$ cat src/rtl/pipe_hazard_ctrl_pkg.sv
// Shared types and constants for the pipeline hazard controller.
// Build option: PIPE_HAZARD_MDU_EN enables multiply/divide occupancy tracking.
package pipe_ctrl_pkg;

    typedef enum logic {
        MD_IDLE = 1'b0,
        MD_BUSY = 1'b1
    } md_state_t;

    localparam int MUL_CYCLES_DEF = 4;
    localparam int DIV_CYCLES_DEF = 16;
    localparam int CNT_W_DEF      = 5;

    localparam logic [4:0] REG_ZERO = 5'd0;

endpackage

$ cat src/rtl/pipe_hazard_ctrl_if.sv
// Decode/EX-side hazard inputs and PC/IF-ID control outputs of the hazard controller.
// Build option: PIPE_HAZARD_MDU_EN gives meaning to md_start/md_op/id_md_dep/md_busy.
interface pipe_hazard_ctrl_if;

    logic [4:0] id_rs;
    logic [4:0] id_rt;
    logic       id_use_rt;
    logic       ex_memread;
    logic [4:0] ex_rt;
    logic       ex_branch_taken;
    logic       md_start;
    logic       md_op;
    logic       id_md_dep;
    logic       pcwrite;
    logic       ifidwrite;
    logic       idstall;
    logic       flush;
    logic       md_busy;

    modport master (
        output id_rs, id_rt, id_use_rt, ex_memread, ex_rt, ex_branch_taken,
               md_start, md_op, id_md_dep,
        input  pcwrite, ifidwrite, idstall, flush, md_busy
    );

    modport slave (
        input  id_rs, id_rt, id_use_rt, ex_memread, ex_rt, ex_branch_taken,
               md_start, md_op, id_md_dep,
        output pcwrite, ifidwrite, idstall, flush, md_busy
    );

endinterface

$ cat src/rtl/pipe_hazard_ctrl_md_timer.sv
// MDU occupancy timer: tracks a multiply/divide in flight and raises busy for its latency.
// Only built when PIPE_HAZARD_MDU_EN is defined.
`ifdef PIPE_HAZARD_MDU_EN
module md_timer
    import pipe_ctrl_pkg::*;
#(
    parameter int MUL_CYCLES = MUL_CYCLES_DEF,
    parameter int DIV_CYCLES = DIV_CYCLES_DEF,
    parameter int CNT_W      = CNT_W_DEF
) (
    input  logic clk,
    input  logic rst_n,
    input  logic start,
    input  logic op,
    output logic busy
);

    localparam logic [CNT_W-1:0] MUL_LOAD = CNT_W'(MUL_CYCLES - 1);
    localparam logic [CNT_W-1:0] DIV_LOAD = CNT_W'(DIV_CYCLES - 1);

    md_state_t        r_state;
    logic [CNT_W-1:0] r_cnt;
    logic             r_busy;

    // The counter holds the number of busy cycles still to come after this one,
    // so an N-cycle op loads N-1 and leaves at zero.
    always_ff @(posedge clk or negedge rst_n) begin
        if (!rst_n) begin
            r_state <= MD_IDLE;
            r_cnt   <= '0;
            r_busy  <= 1'b0;
        end else begin
            // NOTE: non-blocking assignments so every register samples pre-edge values.
            case (r_state)
                MD_IDLE: begin
                    if (start) begin
                        r_state <= MD_BUSY;
                        r_busy  <= 1'b1;
                        r_cnt   <= op ? DIV_LOAD : MUL_LOAD;
                    end
                end
                MD_BUSY: begin
                    if (r_cnt == '0) begin
                        r_state <= MD_IDLE;
                        r_busy  <= 1'b0;
                    end else begin
                        r_cnt <= r_cnt - 1'b1;
                    end
                end
                default: begin
                    r_state <= MD_IDLE;
                    r_busy  <= 1'b0;
                end
            endcase
        end
    end

    assign busy = r_busy;

endmodule
`endif

$ cat src/rtl/pipe_hazard_ctrl.sv
// Pipeline hazard controller: redirect flush, load-use stall and MDU occupancy stall.
// Build option: PIPE_HAZARD_MDU_EN instantiates md_timer; otherwise MDU inputs are ignored.
module pipe_hazard_ctrl
    import pipe_ctrl_pkg::*;
#(
    parameter int MUL_CYCLES = MUL_CYCLES_DEF,
    parameter int DIV_CYCLES = DIV_CYCLES_DEF,
    parameter int CNT_W      = CNT_W_DEF
) (
    input  logic                 clk,
    input  logic                 rst_n,
    pipe_hazard_ctrl_if.slave    hz
);

    logic r_lu_q;
    logic w_lu_hit;
    logic w_md_busy;
    logic w_md_stall;
    logic w_pcwrite;
    logic w_ifidwrite;
    logic w_idstall;
    logic w_flush;

    // r_lu_q masks detection for the cycle after a hit, bounding a load to one stall.
    assign w_lu_hit = hz.ex_memread && !r_lu_q && (hz.ex_rt != REG_ZERO) &&
                      ((hz.ex_rt == hz.id_rs) ||
                       (hz.id_use_rt && (hz.ex_rt == hz.id_rt)));

    always_ff @(posedge clk or negedge rst_n) begin
        if (!rst_n) begin
            r_lu_q <= 1'b0;
        end else begin
            r_lu_q <= w_lu_hit;
        end
    end

`ifdef PIPE_HAZARD_MDU_EN
    logic w_md_start;

    // A bubbled ID instruction must not issue to the MDU.
    assign w_md_start = hz.md_start && !w_idstall;

    md_timer #(
        .MUL_CYCLES (MUL_CYCLES),
        .DIV_CYCLES (DIV_CYCLES),
        .CNT_W      (CNT_W)
    ) u_md_timer (
        .clk   (clk),
        .rst_n (rst_n),
        .start (w_md_start),
        .op    (hz.md_op),
        .busy  (w_md_busy)
    );

    assign w_md_stall = w_md_busy && hz.id_md_dep;
`else
    logic w_unused;

    assign w_unused   = &{1'b0, hz.md_start, hz.md_op, hz.id_md_dep,
                          MUL_CYCLES[0], DIV_CYCLES[0], CNT_W[0]};
    assign w_md_busy  = 1'b0;
    assign w_md_stall = 1'b0;
`endif

    always_comb begin
        // NOTE: every output gets a default first so no path leaves a latch behind.
        w_pcwrite   = 1'b1;
        w_ifidwrite = 1'b1;
        w_idstall   = 1'b0;
        w_flush     = 1'b0;
        if (hz.ex_branch_taken) begin
            w_flush   = 1'b1;
            w_idstall = 1'b1;
        end else if (w_lu_hit || w_md_stall) begin
            w_pcwrite   = 1'b0;
            w_ifidwrite = 1'b0;
            w_idstall   = 1'b1;
        end
    end

    assign hz.pcwrite   = w_pcwrite;
    assign hz.ifidwrite = w_ifidwrite;
    assign hz.idstall   = w_idstall;
    assign hz.flush     = w_flush;
    assign hz.md_busy   = w_md_busy;

endmodule

$ cat src/flat_wrapper.sv
// flat-port wrapper written by rule: the top's interface ports become plain ports
module pipe_hazard_ctrl_flat import pipe_ctrl_pkg::*;
#(
    parameter int MUL_CYCLES = MUL_CYCLES_DEF,
    parameter int DIV_CYCLES = DIV_CYCLES_DEF,
    parameter int CNT_W      = CNT_W_DEF
)
  (clk, rst_n, hz_id_rs, hz_id_rt, hz_id_use_rt, hz_ex_memread, hz_ex_rt, hz_ex_branch_taken, hz_md_start, hz_md_op, hz_id_md_dep, hz_pcwrite, hz_ifidwrite, hz_idstall, hz_flush, hz_md_busy);
  pipe_hazard_ctrl_if hz_i ();
  input  logic clk;
  input  logic rst_n;
  input wire logic [$bits(hz_i.id_rs)-1:0] hz_id_rs;
  input wire logic [$bits(hz_i.id_rt)-1:0] hz_id_rt;
  input wire logic [$bits(hz_i.id_use_rt)-1:0] hz_id_use_rt;
  input wire logic [$bits(hz_i.ex_memread)-1:0] hz_ex_memread;
  input wire logic [$bits(hz_i.ex_rt)-1:0] hz_ex_rt;
  input wire logic [$bits(hz_i.ex_branch_taken)-1:0] hz_ex_branch_taken;
  input wire logic [$bits(hz_i.md_start)-1:0] hz_md_start;
  input wire logic [$bits(hz_i.md_op)-1:0] hz_md_op;
  input wire logic [$bits(hz_i.id_md_dep)-1:0] hz_id_md_dep;
  output wire logic [$bits(hz_i.pcwrite)-1:0] hz_pcwrite;
  output wire logic [$bits(hz_i.ifidwrite)-1:0] hz_ifidwrite;
  output wire logic [$bits(hz_i.idstall)-1:0] hz_idstall;
  output wire logic [$bits(hz_i.flush)-1:0] hz_flush;
  output wire logic [$bits(hz_i.md_busy)-1:0] hz_md_busy;
  assign hz_i.id_rs = hz_id_rs;
  assign hz_i.id_rt = hz_id_rt;
  assign hz_i.id_use_rt = hz_id_use_rt;
  assign hz_i.ex_memread = hz_ex_memread;
  assign hz_i.ex_rt = hz_ex_rt;
  assign hz_i.ex_branch_taken = hz_ex_branch_taken;
  assign hz_i.md_start = hz_md_start;
  assign hz_i.md_op = hz_md_op;
  assign hz_i.id_md_dep = hz_id_md_dep;
  assign hz_pcwrite = hz_i.pcwrite;
  assign hz_ifidwrite = hz_i.ifidwrite;
  assign hz_idstall = hz_i.idstall;
  assign hz_flush = hz_i.flush;
  assign hz_md_busy = hz_i.md_busy;
  pipe_hazard_ctrl #(.MUL_CYCLES(MUL_CYCLES), .DIV_CYCLES(DIV_CYCLES), .CNT_W(CNT_W)) u_core (.clk(clk), .rst_n(rst_n), .hz(hz_i));
endmodule
$ cat config.mk
export PLATFORM = sky130hd
export DESIGN_NAME = pipe_hazard_ctrl_flat
export DESIGN_NICKNAME = d
export VERILOG_FILES = /design/src/rtl/pipe_hazard_ctrl_pkg.sv /design/src/rtl/pipe_hazard_ctrl_if.sv /design/src/rtl/pipe_hazard_ctrl_md_timer.sv /design/src/rtl/pipe_hazard_ctrl.sv /design/src/flat_wrapper.sv
export SDC_FILE = /design/constraint.sdc
export NUM_CORES = 1
export LEC_CHECK = 0
export BUFFER_PORTS_ARGS = -buffer_cell sky130_fd_sc_hd__buf_4
export CAP_MARGIN = 0
export CORE_AREA = 2 2 39 41
export DETAILED_ROUTE_END_ITERATION = 12
export DIE_AREA = 0 0 41 43
export GPL_ROUTABILITY_DRIVEN = 0
export PLACE_DENSITY_LB_ADDON = 0.15
export SETUP_SLACK_MARGIN = 0.2
export SLEW_MARGIN = 10
export SYNTH_ARGS = -nofsm -noshare
export SYNTH_HDL_FRONTEND = slang
export SYNTH_SLANG_ARGS = --single-unit
$ cat constraint.sdc
create_clock -name clk -period 2.52 [get_ports clk]
set_input_delay 0.504 -clock clk [delete_from_list [all_inputs] [get_ports clk]]
set_output_delay 0.504 -clock clk [all_outputs]
set_load 0.05 [all_outputs]
---- Word-level counts from Yosys, hierarchy flattened ----
Index checks and enable logic that the tools add are counted.
word-level totals
  register bits ........................... 1
  output and inout port bits .............. 5
  word-level logic and storage cells ...... 15
operators by class
  eq/ne operators ......................... 2
  mux-type cells .......................... 5
  reduce and logical (&&, ||, !) cells .... 7
operator list
  operator            count
  5-bit == test       2
  1-bit 2-to-1 mux    5
  5-bit nonzero test  1
  1-bit logical AND   4
  1-bit logical NOT   1
  1-bit logical OR    1

---- Depth between registers and ports, before layout ----
  depth after elaboration ................. 6
  gate-level depth with buffers ........... 5
  depth with buffers taken out ............ 4

---- Least setup slack after synthesis ----
No wires, ideal clock.
  path kind ............................... input port to output port
  start ................................... input hz_ex_rt[4]
  end ..................................... output hz_pcwrite
  arrival ................................. 1.862 ns
  required time ........................... 2.016 ns
  setup slack ............................. 0.154 ns
  cell stages on the path ................. 5
  cells stage by stage .................... xnor2_1 > nand3_1 > o22ai_2 > nand4b_1 > buf_4
between the ends
  word-level cells in the longest chain between the ends .. 6
  elaborated cells on any way between the ends .. 9
ends and longest elaborated chain
  item                              RTL line                source
  from (decl)                       flat_wrapper.sv:16      input wire logic [$bits(hz_i.ex_rt)-1:0] hz_ex_rt;
  5-bit == test                     pipe_hazard_ctrl.sv:27  (hz.id_use_rt && (hz.ex_rt == hz.id_rt)));
  1-bit logical AND                 pipe_hazard_ctrl.sv:27
  1-bit logical OR                  pipe_hazard_ctrl.sv:26  ((hz.ex_rt == hz.id_rs) ||
  1-bit logical AND *               pipe_hazard_ctrl.sv:25  assign w_lu_hit = hz.ex_memread && !r_lu_q && (hz.ex_rt != REG_ZERO) &&
  1-bit 2-to-1 mux * (2 in series)  --
  to (decl)                         flat_wrapper.sv:21      output wire logic [$bits(hz_i.pcwrite)-1:0] hz_pcwrite;
Every way passes the cells marked *; elsewhere a longest branch is shown, timed or not.

---- Final worst setup path ----
  start ................................... input hz_ex_rt[4]
  end ..................................... output hz_idstall
between the ends
  word-level cells in the longest chain between the ends .. 6
  elaborated cells on any way between the ends .. 9
ends and longest elaborated chain
  item                 RTL line                source
  5-bit == test        pipe_hazard_ctrl.sv:27
  1-bit logical AND    pipe_hazard_ctrl.sv:27
  1-bit logical OR     pipe_hazard_ctrl.sv:26
  1-bit logical AND *  pipe_hazard_ctrl.sv:25
  1-bit 2-to-1 mux *   pipe_hazard_ctrl.sv:74  end else if (w_lu_hit || w_md_stall) begin
  1-bit 2-to-1 mux *   pipe_hazard_ctrl.sv:71  if (hz.ex_branch_taken) begin
  to (decl)            flat_wrapper.sv:23      output wire logic [$bits(hz_i.idstall)-1:0] hz_idstall;
Marks and branches as above.

==> summary.txt <==
Detailed routing
  – Via Count: approximately 240
  – Average wire per standard cell: about 8 um
  – Average vias per placed instance: 3.84
  – Number of routed nets with antenna violations: 0
  – Count of routing violations after the opening detailed-route iteration: 0
  – First-pass iteration count of the detailed router: 1
  – Final wirelength: between 500 and 600 um
  – DRC: 0

Global route
  – Number of global-route vias before repair: 235
  – Overall track demand over capacity in global routing: 6.70%
  – Global-route wire length before repair: 897 um
  – Largest net degree at the start of global routing: 4
  – Global-route congestion overflow total: 0
  – Initial antenna violation count: 0

Setup path
  – Data required time at the worst endpoint: 2.02 ns
  – Path type of the worst setup path: primary input to output port
  – Biggest cell delay along the critical path: 0.19 ns
  – Critical path origin: hz_ex_rt[4]
  – CP arrival: 1.43 ns
  – Startpoint types: primary input
  – Nature of the critical path endpoint: output port
  – Register-to-register setup slack: 1.75 ns
  – RR Startpoint: u_core.r_lu_q
  – Cell seen most often among critical-path stages: buf_4
  – Critical path peak fanout: 3
  – Slowest cell on crit path: buf_4
  – Ordered cell list for the critical path: buf_4 -> xnor2_1 -> nand4_1 -> o22ai_2 -> a31o_1 -> buf_4

STA
  – Crit path setup slack, layout: 0.585 ns
  – Share of the clock period used by the worst path: around 77%
  – Unrepaired setup endpoints after global routing: false
  – Time the final worst path needs with I/O delays and setup: 1.94 ns
  – Final count of pins violating max slew: 0
  – Final Hold Violating Endpoints: 0
  – Highest attainable clock frequency: 517 MHz
  – Final worst clock skew: 0 ns
  – Setup violations, final: 0
  – Setup Total Neg Slack: 0 ns

Die
  – Starting density of the core: ~15%
  – Die Width: about 41 um
  – Number of cell rows: 14
  – Top-Level Pins: 28
  – Die area: approximately 1800 um2
  – Core ar.: 1380 um2
  – Die boundary height: roughly 43 um

Yosys
  – Mapped Nets: 50
  – Warning count from the yosys run: 0
  – Flops & latches, synth: 1
  – Avg Cell Area, Syn: 7.88 um2
  – Yosys cell types: 14
  – Sequential element share of the synthesized area: 11.8%
  – Gate count of the mapped netlist: 27
  – Area of the mapped netlist: 213 um2

Final layout
  – Registers with the highest flip-flop counts: u_core.r_lu_q (1)
  – Layout cells sized above 1: 51.1%
  – Nets: 72
  – Number of diodes: 0
  – Most flops, register: u_core.r_lu_q
  – Flip-flop count of the largest register, all copies and words added: 1
  – Layout overhead on the synthesized area: 80.0%
  – Final cell count without fillers: 63
  – Fill cell count: 154

Outcome
  – Status: finished, final reports clean

Power and ir drop
  – Sequential group share of total power: 20.4%
  – Pwr dens: around 220 nW/um2
  – Clock network fraction of design power: 0%
  – Static power due to leakage: roughly 0.00017 uW
  – Part of the power in combinational logic: 79.6%
  – Post-route total power: 82.8 uW
  – Worst voltage drop across the vdd grid: roughly 0.051 mV
  – Internal power: 53.0 uW
  – Net Sw Frac: between 30% and 40%
  – Switching power summed over all nets: 29.8 uW

Worst hold path
  – Classification of the worst-slack hold path: primary input to asynchronous set/reset pin

Place
  – Worst slack, placed: 0.557 ns
  – Total placed cells including tap cells: 63
  – Count of input and output buffers: 23

Clock tree
  – Number of resized instances in the post-cts repair step: 0
  – Register clock-pin slew on the reported worst setup and hold paths: 0 ns
  – Number of post-CTS setup repair buffers: 0
  – Clock latency on the worst-skew pair: 0 ns
  – Hold_buf cts: 0

Flow run
  – Max-cap violations: 0
-- critical path, delay by kind of cell --
| kind | cells | cell delay [ns] |
|---|---|---|
| compound gates | 2 | 0.33 |
| buf+inv | 2 | 0.32 |
| xor+xnor | 1 | 0.15 |
| simple gates | 1 | 0.13 |
-- synthesized netlist by cell type --
master    count  area, um2
nor2_1        1       3.75
dfrtp_1       1       25.0
nand2_1       3       11.3
nand3_1       1       5.00
nand4_1       1       6.26
nor2b_1       1       6.26
a31o_1        1       8.76
and3_1        1       6.26
nor3_1        1       5.00
conb_1        1       3.75
xnor2_1      10       87.6
buf_4         3       22.5
o22ai_2       1       12.5
nand4b_1      1       8.76
-- cell usage in the layout (no fill, tap or decap), drive strengths merged --
master / instances
buf: 23
xnor2: 10
nand2: 3
nand3: 1
nand4: 1
o22ai: 1
nor2: 1
nor3: 1
nor2b: 1
and3: 1
a31o: 1
nand4b: 1
conb: 1
dfrtp: 1
-- path summary, 6_finish.rpt --
| kind | end | depth (start not counted) |
|---|---|---|
| min in group clk | u_core.r_lu_q | 2 |
| worst max register to register | u_core.r_lu_q | 2 |
| worst max-delay path | hz_idstall | 6 |
| worst min-delay path | u_core.r_lu_q | 1 |
| max in group asynchronous | u_core.r_lu_q | 1 |
| worst min register to register | u_core.r_lu_q | 2 |
-- area by class of cell --
class	instances	area (um2)	area share [%]
Multi-Input combinational cell	23	165	43.1
Tap cell	16	20.0	5.23
Sequential cell	1	25.0	6.54
Timing Repair Buffer	23	173	45.1
-- per-stage QoR --
step                      cell area [um2]  hold WS [ns]  util [%]
after floorplan                       216         0.208         -
after global placement                383         0.280      27.7
after detailed placement              383         0.280      27.7
after CTS                             383         0.280      27.7
after global routing                  383         0.283      27.7
final                                 383         0.279      27.7
-- per-layer routing --
layer  up-vias  routed length (um)  global-route usage (%)
met5         -                   0                       0
met4         0                   0                       0
li1        127                   -                       -
met3         0                  87                   0.524
met1        97                 186                    9.52
met2        18                 240                    11.3
-- kinds of logic (layout without fill, tap and decap cells) --
logic type	Yosys count	count (layout)	share of synthesized area [%]
buffers and inverters	3	23	10.6
AND/OR/NAND/NOR	10	10	24.7
flip-flops	1	1	11.8
other	1	1	1.76
AO/OA/AOI/OAI	2	2	10.0
XOR/XNOR	10	10	41.2
-- power by group through the flow --
stage	registers (uW)	logic [uW]	clock network, uW
CTS	16.9	67.0	0
detailed placement	16.9	66.8	0
floorplan	16.8	36.5	0
finish	16.9	66.0	0
global route	16.9	72.2	0
global placement	16.9	67.0	0
Note: power is estimated with default switching activity, not from simulation.
